## config.mk

```make
export PLATFORM = sky130hd
export DESIGN_NAME = imem_loader
export DESIGN_NICKNAME = d
export VERILOG_FILES = /design/src/rtl/friscv_pkg.sv /design/src/rtl/byte_assembler.sv /design/src/rtl/imem_loader.sv
export SDC_FILE = /design/constraint.sdc
export NUM_CORES = 1
export LEC_CHECK = 0
export CAP_MARGIN = 5
export CORE_ASPECT_RATIO = 1.1
export CORE_MARGIN = 2
export CORE_UTILIZATION = 30
export DETAILED_ROUTE_END_ITERATION = 12
export GPL_TIMING_DRIVEN = 0
export HOLD_SLACK_MARGIN = 0.12
export PLACE_DENSITY = 0.53
export SYNTH_ARGS = -nofsm -noshare
export SYNTH_HDL_FRONTEND = slang
export SYNTH_SLANG_ARGS = --single-unit
```

## constraint.sdc

```tcl
create_clock -name clk -period 2.6 [get_ports clk]
set_input_delay 0.78 -clock clk [delete_from_list [all_inputs] [get_ports clk]]
set_output_delay 0.78 -clock clk [all_outputs]
set_load 0.05 [all_outputs]
```

## src/rtl/friscv_pkg.sv

```systemverilog
// Shared core definitions: architecture width and
// the instruction-memory loader state encoding.
package friscv_pkg;

  localparam int ARCH = 32;

  typedef enum logic [2:0] {
    LEN,
    DATA,
    WRITE,
    DONE,
    ERR
  } loader_state_t;

endpackage

```

## src/rtl/byte_assembler.sv

```systemverilog
// Little-endian 4-byte assembly register with byte counter.
// word_out is the completed word while full_out is high.
module byte_assembler
  import friscv_pkg::*;
(
  input  logic            clk,
  input  logic            rst_n,
  input  logic            clr_in,
  input  logic            en_in,
  input  logic [7:0]      byte_in,
  output logic [ARCH-1:0] word_out,
  output logic            full_out
);

  logic [ARCH-1:0] word_q, word_d;
  logic [1:0]      cnt_q, cnt_d;

  always_comb begin
    word_d = word_q;
    cnt_d  = cnt_q;
    if (clr_in) begin
      word_d = '0;
      cnt_d  = '0;
    end else if (en_in) begin
      word_d = {byte_in, word_q[ARCH-1:8]};
      cnt_d  = cnt_q + 2'd1;
    end
  end

  always_ff @(posedge clk or negedge rst_n) begin
    if (!rst_n) begin
      word_q <= '0;
      cnt_q  <= '0;
    end else begin
      word_q <= word_d;
      cnt_q  <= cnt_d;
    end
  end

  // First byte shifts down to bits 7:0 by the fourth byte.
  assign word_out = {byte_in, word_q[ARCH-1:8]};
  assign full_out = en_in && !clr_in && (cnt_q == 2'd3);

endmodule

```

## src/rtl/imem_loader.sv

```systemverilog
// Boot loader: length-prefixed byte stream into imem port A,
// holding the CPU core in reset until the image is complete.
module imem_loader
  import friscv_pkg::*;
#(
  parameter int IMEM_DEPTH = 4096
) (
  input  logic            clk,
  input  logic            rst_n,
  input  logic [7:0]      byte_in,
  input  logic            byte_valid_in,
  output logic            byte_ready_out,
  input  logic            start_in,
  output logic [ARCH-1:0] imem_addr_out,
  output logic [ARCH-1:0] imem_din_out,
  output logic            imem_we_out,
  output logic            cpu_rst_n_out,
  output logic            busy_out,
  output logic            done_out,
  output logic            err_out
);

  localparam int IDX_W = $clog2(IMEM_DEPTH) + 1;

  loader_state_t state_q, state_d;
  logic [31:0]      len_q, len_d;
  logic [IDX_W-1:0] idx_q, idx_d;
  logic [ARCH-1:0]  addr_q, addr_d;
  logic [ARCH-1:0]  din_q, din_d;
  logic ready_q, ready_d;
  logic we_q, we_d;
  logic cpu_q, cpu_d;
  logic busy_q, busy_d;
  logic done_q, done_d;
  logic err_q, err_d;

  logic            accept;
  logic            restart;
  logic            last;
  logic [ARCH-1:0] asm_word;
  logic            asm_full;

  assign accept  = byte_valid_in && ready_q;
  assign restart = start_in &&
                   (state_q == DONE || state_q == ERR);
  assign last    = (32'(idx_q) == len_q - 32'd1);

  byte_assembler u_asm (
    .clk      (clk),
    .rst_n    (rst_n),
    .clr_in   (restart),
    .en_in    (accept),
    .byte_in  (byte_in),
    .word_out (asm_word),
    .full_out (asm_full)
  );

  always_comb begin
    state_d = state_q;
    len_d   = len_q;
    idx_d   = idx_q;
    addr_d  = addr_q;
    din_d   = din_q;
    unique case (state_q)
      LEN: begin
        if (asm_full) begin
          len_d = asm_word;
          if (asm_word == 32'd0)
            state_d = DONE;
          else if (asm_word > 32'(IMEM_DEPTH))
            state_d = ERR;
          else
            state_d = DATA;
        end
      end
      DATA: begin
        if (asm_full) begin
          state_d = WRITE;
          din_d   = asm_word;
          addr_d  = ARCH'({idx_q, 2'b00});
        end
      end
      WRITE: begin
        idx_d   = idx_q + 1'b1;
        state_d = last ? DONE : DATA;
      end
      DONE, ERR: begin
        if (start_in) begin
          state_d = LEN;
          len_d   = '0;
          idx_d   = '0;
        end
      end
      default: state_d = LEN;
    endcase
  end

  // Outputs decode the next state so every port is a flop.
  always_comb begin
    ready_d = (state_d == LEN) || (state_d == DATA);
    we_d    = (state_d == WRITE);
    busy_d  = (state_d == LEN) || (state_d == DATA) ||
              (state_d == WRITE);
    cpu_d   = (state_d == DONE);
    done_d  = (state_d == DONE);
    err_d   = (state_d == ERR);
  end

  always_ff @(posedge clk or negedge rst_n) begin
    if (!rst_n) begin
      state_q <= LEN;
      len_q   <= '0;
      idx_q   <= '0;
      addr_q  <= '0;
      din_q   <= '0;
      ready_q <= 1'b1;
      we_q    <= 1'b0;
      cpu_q   <= 1'b0;
      busy_q  <= 1'b1;
      done_q  <= 1'b0;
      err_q   <= 1'b0;
    end else begin
      state_q <= state_d;
      len_q   <= len_d;
      idx_q   <= idx_d;
      addr_q  <= addr_d;
      din_q   <= din_d;
      ready_q <= ready_d;
      we_q    <= we_d;
      cpu_q   <= cpu_d;
      busy_q  <= busy_d;
      done_q  <= done_d;
      err_q   <= err_d;
    end
  end

  assign byte_ready_out = ready_q;
  assign imem_we_out    = we_q;
  assign imem_addr_out  = addr_q;
  assign imem_din_out   = din_q;
  assign cpu_rst_n_out  = cpu_q;
  assign busy_out       = busy_q;
  assign done_out       = done_q;
  assign err_out        = err_q;

endmodule

```

# Yosys cells after proc, flatten, opt, wreduce, memory -nomap -nowiden
# Cells that the tools add are included.
dict set report totals {
  register_bits 132
  input_bits 12
  out_inout_bits 70
}
dict set report classes {
  addsub 3
  n_eq_ne 12
  mux 16
  n_reduce_logical 18
  n_lt_le_gt_ge 1
}
# operator n
set op_table {}
lappend op_table {{2-to-1 mux 32 bit} 4}
lappend op_table {{one-hot mux 32 bit (2 select lines)} 1}
lappend op_table {{== test 13 x 32 -> 1 bit} 1}
lappend op_table {{greater-than comparator 32 x 13 -> 1 bit, second input constant} 1}
lappend op_table {{logical NOT 32 bit} 1}
lappend op_table {{subtractor 32 x 1 -> 32 bit, second input constant} 1}
lappend op_table {{one-hot mux 13 bit (2 select lines)} 1}
lappend op_table {{2-to-1 mux 3 bit} 5}
lappend op_table {{adder 13 x 1 -> 13 bit, second input constant} 1}
lappend op_table {{2-to-1 mux 13 bit} 1}
lappend op_table {{== test 3 x 2 -> 1 bit, second input constant} 4}
lappend op_table {{one-hot mux 3 bit (4 select lines)} 1}
lappend op_table {{== test 3 x 1 -> 1 bit, second input constant} 2}
lappend op_table {{== test 3 bit, second input constant} 2}
lappend op_table {{logical NOT 3 bit} 2}
lappend op_table {{2-to-1 mux 2 bit} 3}
lappend op_table {{nonzero test 2 bit} 3}
lappend op_table {{logical AND 1 bit} 4}
lappend op_table {{inequality test 2 bit, second input constant} 2}
lappend op_table {{AND reduction 2 bit} 2}
lappend op_table {{logical OR 1 bit} 3}
lappend op_table {{AND reduction 3 bit} 1}
lappend op_table {{adder 2 x 1 -> 2 bit, second input constant} 1}
lappend op_table {{== test 2 bit, second input constant} 1}
lappend op_table {{2 further kinds} 2}

# Depth between registers and ports, before layout
# Gate-level depths: netlist of run 1.
dict set report logic_depth {
  word_depth 11
  mapped_depth 9
  depth_no_buf 9
}

# By module
# A second synthesis of run 1 with hierarchy kept.
dict set report hier_totals {
  hier_cells 563
  hier_area_um2 6055.8
}
# module seq_area_each_um2 area_each_um2 cells_each instances
set by_module_without_submodules {}
lappend by_module_without_submodules {imem_loader 2454.9 4899.7 468 1}
lappend by_module_without_submodules {byte_assembler 650.6 1156.1 95 1}

# Least setup slack after synthesis of run 1
# OpenSTA, ideal clock, no wires.
dict set report synth_path {
  kind {input-to-reg}
  from {in byte_valid_in}
  to {reg din_q[24] (netlist: imem_din_out[24])}
  setup_ps 125
  t_arrival_ps 2198
  stages 6
  setup_slack_ps 278
  cell_sequence {and2_1 nand3_1 nor3b_1 clkbuf_1 buf_1 mux2_2}
}
dict set report synth_via {
  elab_chain_len 4
}
# item line
set synth_lines {}
lappend synth_lines {{start, declared} imem_loader.sv:11} ;# input logic byte_valid_in,
lappend synth_lines {{logical AND 1 bit} imem_loader.sv:43} ;# assign accept = byte_valid_in && ready_q;
lappend synth_lines {{logical AND 1 bit (2 in series)} byte_assembler.sv:42} ;# assign full_out = en_in && !clr_in && (cnt_q == 2'd3);
lappend synth_lines {{AND reduction 2 bit (no line)} n/a}
lappend synth_lines {{end signal, assigned} imem_loader.sv:127} ;# din_q <= din_d;
lappend synth_lines {{end, declared} imem_loader.sv:29} ;# logic [ARCH-1:0] din_q, din_d;
# No other way between the ends.
# A chain may end at the register's enable or synchronous reset.

# Worst setup path in the final report of run 1
dict set report layout_path {
  from {reg ready_q (netlist: byte_ready_out)}
  to {out byte_ready_out}
}
# item line
set layout_lines {}
lappend layout_lines {{start, declared} imem_loader.sv:30} ;# logic ready_q, ready_d;
lappend layout_lines {{start signal, assigned} imem_loader.sv:128} ;# ready_q <= ready_d;
lappend layout_lines {{end, declared} imem_loader.sv:12} ;# output logic byte_ready_out,
# No word-level cell between the ends.

==> run_results.csv, run 1 <==
group,metric,value,unit
outcome,outcome,"complete, no violations",
timing,period_minus_slack,2.53,ns
yosys,yosysTopAreaCellShare,0.510,
timing,max_freq,0.395,GHz
placed_design,numPortBuffers,62,
timing,period_share,0.973,
floorplanning,core,19700,µm²
setup_path,worstPathRequired,1.82,ns
setup_path,cpMaxStageDelayCell,"clkdlybuf4s50_1",
setup_path,cp-end-kind,"output pin",
timing,setup_viol,0,
power_and_ir_drop,p_leak,3.51,nW
cts,cts_sinks,124,
yosys,synth_flop_cell,"dfrtp_1",
drt,drc_errors,0,
drt,vias_per_cell,4.85,
power_and_ir_drop,power_density,1340,nW/µm²
drt,drt-met1-wl,6940,µm
floorplanning,die-area,21100,µm²
drt,antenna_left,0,
floorplanning,die_x,139,µm
cts,cts_buffers,17,
setup_path,crit_path_max_incr_delay,0.79,ns
finish,post-route-util,0.394,
yosys,ys_types,60,
drt,drt_iter0_markers,184,
yosys,yosysSeqAreaShare,0.518,
finish,nFillCells,1940,
min_path,hp-class,"primary input to asynchronous set/reset pin",
floorplanning,core.rowCount,54,
placed_design,dpl.cell_count,929,
timing,max_slew.worst_pin.slew,0.671,ns
placed_design,pre_cts_slack,-0.785,ns
cts,postCtsSetupRepairBufs,0,
timing,rsz0062_at_grt,"true",
cts,hold_buffers,0,
drt,post_drt_wl_per_cell,16.4,µm
placed_design,post_dp_cell_area,7020,µm²
finish,multi_input_area,2650,µm²
power_and_ir_drop,vdd_ir_drop_max,0.602,mV
timing,finClkSkew,0.0121,ns
finish,regArea,3110,µm²
setup_path,cp_max_fo,3,
finish,fin_cells,961,
cts,cts_buffer_depth,2,
power_and_ir_drop,design_power_total,10.4,mW
drt,wl_met3,627,µm
finish,diodes,0,
global_routing,grt_pass1_vias,4765,
yosys,netlist_area,5990,µm²
global_routing,grt_pass1_wl,25900,µm
finish,area_growth_syn_to_layout,29.6,%
setup_path,crit_path_start_kind,"flop",
yosys,ys_ff_latch,124,
setup_path,cp_top_family,"buffers and inverters",
cts,cts_tree,"yes",
setup_path,cp.arrival,1.75,ns
run,cap_violations,0,
cts,path_clk_slew,0.05,ns
timing,relSlewSlack,0.553,
timing,setup_slack,0.0708,ns
drt,routed_wl,15800,µm
drt,dr_wl_met2,7910,µm
finish,drive_gt1_frac,0.189,
global_routing,grt_antenna_before_repair,0,
cts,h-tree-depth,4,
global_routing,track_usage,0.155,
timing,fin_tns_setup,0,ns
drt,drt_first_pass_iters,4,
yosys,synth_top_area_cell,"dfrtp_1",
floorplanning,initial_core_util,0.304,
timing,slew_violations,0,
finish,fin_area,7760,µm²
yosys,synth_cells,596,
timing,timing.hold.ws,0.273,ns
global_routing,grt_max_degree,81,
yosys,avgSynthCellArea,10.1,µm²
yosys,synth_area_leaders,"dfrtp_1, mux2_2, nand2_1",
setup_path,critical_path.cell_chain,"clkdlybuf4s50_1",
timing,hold_viol_final,0,
setup_path,critPathBufInv,1,
placed_design,dpl.hpwl,11500,µm
setup_path,crit_type,"flop to output pin",
drt,routed.top_layer,"met4",
yosys,yosysWarnings,0,
placed_design,place_congestion,0.845,
finish,nets,711,
yosys,ys_async_sr_fraction,1.00,
floorplanning,pin_count,82,
yosys,synth-edff-count,0,
cts,cts-root-buf,"clkbuf_16",
cts,clock_latency,0.43,ns
global_routing,grt_overflow_total,0,
drt,dr_total_vias,4660,
floorplanning,die_h,152,µm
state kept, by name, indices dropped and copies added, names as in the netlist:
| register | cells |
|---|---|
| busy_out | 1 |
| imem_addr_out | 13 |
| imem_din_out | 32 |
| byte_ready_out | 1 |
| len_q | 32 |
| u_asm.word_q | 24 |
| state_q | 3 |
| err_out | 1 |
| u_asm.cnt_q | 2 |
| done_out | 1 |
| idx_q | 13 |
| imem_we_out | 1 |
Yosys cell counts (all sizes together), types with 9 or more instances:
library cell / count
nand3: 41
nor2: 34
inv: 10
buf: 34
clkbuf: 16
o21ai: 12
a21oi: 35
mux2: 45
xor2: 11
nand2: 121
dfrtp: 122
xnor2: 15
nor4: 15
nand4: 9
nor3: 13
placed cells by master (no fill, tap or decap), types with 11 or more instances in the layout:
cell type | synthesis | routed
conb_1 | 1 | 19
buf_4 | 20 | 20
nor4_1 | 13 | 13
clkbuf_16 | 0 | 17
a21oi_1 | 35 | 33
xnor2_1 | 15 | 15
nand3_1 | 41 | 41
o21ai_0 | 12 | 12
clkdlybuf4s50_1 | 0 | 61
nand2_1 | 120 | 120
xor2_1 | 11 | 11
dfrtp_1 | 122 | 122
nor2_1 | 33 | 33
mux2_2 | 45 | 45
clkbuf_1 | 16 | 15
routing by layer:
metal	vias to the layer above	global-route usage
met2	102	0.265
met3	21	0.0343
met4	0	0.0606
met1	2299	0.192
li1	2238	-
met5	-	0
where the power goes:
| group | internal, mW | switching [mW] | leakage [nW] | total, mW |
|---|---|---|---|---|
| registers | 2.62 | 0.801 | 1.64 | 3.42 |
| logic | 1.55 | 2.62 | 1.54 | 4.18 |
| clock network | 1.95 | 0.847 | 0.335 | 2.80 |
| total | 6.12 | 4.27 | 3.51 | 10.4 |
worst register-to-register path, delay by kind of cell, from the launching register on:
family | cells | cell delay, ns
DFF | 1 | 0.43
AOI/OAI and AO/OA | 3 | 0.91
and+or+nand+nor | 4 | 0.70
buffers and inverters | 1 | 0.10
adders and majority gates | 1 | 0.21
cell type report:
type	count	area share
Sequential cell	124	0.400
Multi-Input combinational cell	430	0.341
Timing Repair Buffer	63	0.0836
Clock buffer	22	0.0598
Tap cell	252	0.0406
Buffer	50	0.0398
Clock inverter	10	0.0303
Inverter	10	0.00483
worst paths after layout:
check                               start          endpoint  slack [ns]  cells past startpoint
setup / recovery           byte_ready_out    byte_ready_out        0.07                      1
hold / removal                      rst_n  imem_din_out[13]        0.27                      1
setup reg to reg                 len_q[0]          done_out        0.14                      9
hold reg to reg                 len_q[19]         len_q[19]        0.46                      2
max in group asynchronous           rst_n          len_q[4]        1.58                      2
min in group clk                len_q[19]         len_q[19]        0.46                      2
cells by family (layout without fill, tap and decap cells):
group,count (synthesis),in the layout,share of synthesized area
fa+ha+maj,3,3,0.00627
other cells,1,19,0.000626
xor+xnor,26,26,0.0380
compound gates,77,77,0.0802
simple gates,259,259,0.214
buf+inv,60,155,0.0562
flops,124,124,0.518
mux,46,46,0.0863
what timing repair did:
item | CTS | global route
endpoints found under the setup margin | 59 | 42
gates cloned | 0 | 0
resized for setup | 3 | 14
pin swaps | 0 | 0
Note: power is estimated with default switching activity, not from simulation.
==> run 2, diff against run 1 <==
--- a/config.mk
+++ b/config.mk
@@ -8,11 +8,11 @@
 export CAP_MARGIN = 5
 export CORE_ASPECT_RATIO = 1.1
 export CORE_MARGIN = 2
-export CORE_UTILIZATION = 30
+export CORE_UTILIZATION = 55
 export DETAILED_ROUTE_END_ITERATION = 12
 export GPL_TIMING_DRIVEN = 0
 export HOLD_SLACK_MARGIN = 0.12
-export PLACE_DENSITY = 0.53
+export PLACE_DENSITY = 0.84
 export SYNTH_ARGS = -nofsm -noshare
 export SYNTH_HDL_FRONTEND = slang
 export SYNTH_SLANG_ARGS = --single-unit
==> run_results.csv, run 2 (synthesis gave the netlist of run 1 again) <==
group,metric,value,unit
outcome,outcome,"finished with violations",
outcome,violations,"setup timing",
drt,dr_total_vias,4954,
floorplanning,initial_core_util,0.571,
timing,slew_violations,0,
floorplanning,core,10500,µm²
drt,drt_first_pass_iters,5,
drt,post_drt_wl_per_cell,18.1,µm
timing,setup_slack,-0.000795,ns
power_and_ir_drop,power_density,1350,nW/µm²
finish,regArea,3110,µm²
placed_design,dpl.hpwl,10800,µm
floorplanning,pin_count,82,
setup_path,crit_type,"primary input to flop",
global_routing,grt_pass1_vias,4958,
finish,drive_gt1_frac,0.196,
global_routing,grt_antenna_before_repair,0,
global_routing,grt_max_degree,86,
power_and_ir_drop,p_leak,3.50,nW
placed_design,place_congestion,0.973,
timing,setup_viol,1,
timing,period_share,1.00,
cts,cts_tree,"yes",
finish,multi_input_area,2660,µm²
finish,final_common_cell,"dfrtp_1",
cts,cts-root-buf,"clkbuf_16",
placed_design,dpl.cell_count,820,
global_routing,track_usage,0.269,
cts,clock_latency,0.42,ns
cts,cts_buffers,17,
power_and_ir_drop,design_power_total,10.2,mW
placed_design,numPortBuffers,62,
finish,nets,711,
timing,finClkSkew,0.00724,ns
floorplanning,die-area,11700,µm²
finish,fin_cells,852,
drt,vias_per_cell,5.81,
global_routing,grt_overflow_total,0,
drt,drc_errors,0,
timing,fin_tns_setup,-0.000795,ns
setup_path,cp.arrival,2.95,ns
min_path,hp-class,"primary input to asynchronous set/reset pin",
floorplanning,die_h,113,µm
timing,max_slew.worst_pin.slew,0.665,ns
timing,max_freq,0.384,GHz
cts,cts_sinks,124,
timing,timing.hold.ws,0.265,ns
setup_path,cp_max_fo,4,
finish,final_cell_mix,"dfrtp_1, nand2_1, clkdlybuf4s50_1",
floorplanning,die_x,104,µm
cts,hold_buffers,0,
drt,drt_iter0_markers,320,
drt,routed_wl,15400,µm
cts,h-tree-depth,4,
setup_path,crit_path_start_kind,"primary input",
power_and_ir_drop,vdd_ir_drop_max,0.984,mV
finish,diodes,0,
cts,cts_buffer_depth,2,
timing,period_minus_slack,2.60,ns
cts,path_clk_slew,0.06,ns
run,cap_violations,0,
drt,antenna_left,0,
setup_path,worstPathRequired,2.95,ns
finish,area_growth_syn_to_layout,26.7,%
finish,nFillCells,705,
finish,post-route-util,0.723,
timing,hold_viol_final,0,
global_routing,grt_pass1_wl,24900,µm
setup_path,cp-end-kind,"flop",
floorplanning,core.rowCount,39,
setup_path,regToRegSetupSlack,0.03,ns
timing,relSlewSlack,0.557,
==> run 2: critical path, stage by stage <==
cell             delay [ns]
clkdlybuf4s50_1        0.50
nor4_2                 0.38
nand4_1                0.23
or4_1                  0.55
a21oi_1                0.21
a31o_2                 0.18
and2_1                 0.13
==> run 2: final timing paths <==
check,from,end,cells past startpoint
min in group clk,len_q[30],len_q[30],2
hold reg to reg,len_q[30],len_q[30],2
hold / removal,rst_n,imem_addr_out[6],1
setup / recovery,byte_in[6],done_out,7
setup reg to reg,state_q[0],done_out,8
max in group asynchronous,rst_n,u_asm.word_q[13],2
==> run 2: what timing repair did <==
action                                  in CTS  in global routing
pin swaps                                    0                  2
buffers inserted                             0                  0
endpoints found under the setup margin      61                 35
resized for setup                            5                 18
==> run 2: layout make-up <==
type / count / area share
timing repair buffer: 63 / 0.0862
tap: 143 / 0.0236
inverter: 10 / 0.00495
sequential: 124 / 0.409
multi-input combinational: 430 / 0.351
clock buffer: 17 / 0.0561
buffer: 50 / 0.0409
clock inverter: 15 / 0.0282
==> run 2: routing by layer <==
layer | track usage | wire length, µm | part of all wire
met1 | 0.317 | 5960 | 0.39
met2 | 0.458 | 7730 | 0.50
met3 | 0.0617 | 989 | 0.064
met4 | 0.156 | 762 | 0.049
met5 | 0 | 0 | 0
==> run 2: per-stage QoR <==
stage	setup slack (ns)	cell area (µm²)
2_1_floorplan	0.278	6060
3_5_place_dp	-0.716	6890
3_3_place_gp	-3.79	6860
4_1_cts	0.0245	7540
6_report	-0.000795	7590
5_1_grt	-0.0619	7590
==> run 2: report_power, final <==
group | switching (mW) | total (mW) | internal, mW
Combinational | 2.69 | 4.26 | 1.57
Clock | 0.921 | 2.54 | 1.62
Sequential | 0.814 | 3.43 | 2.62
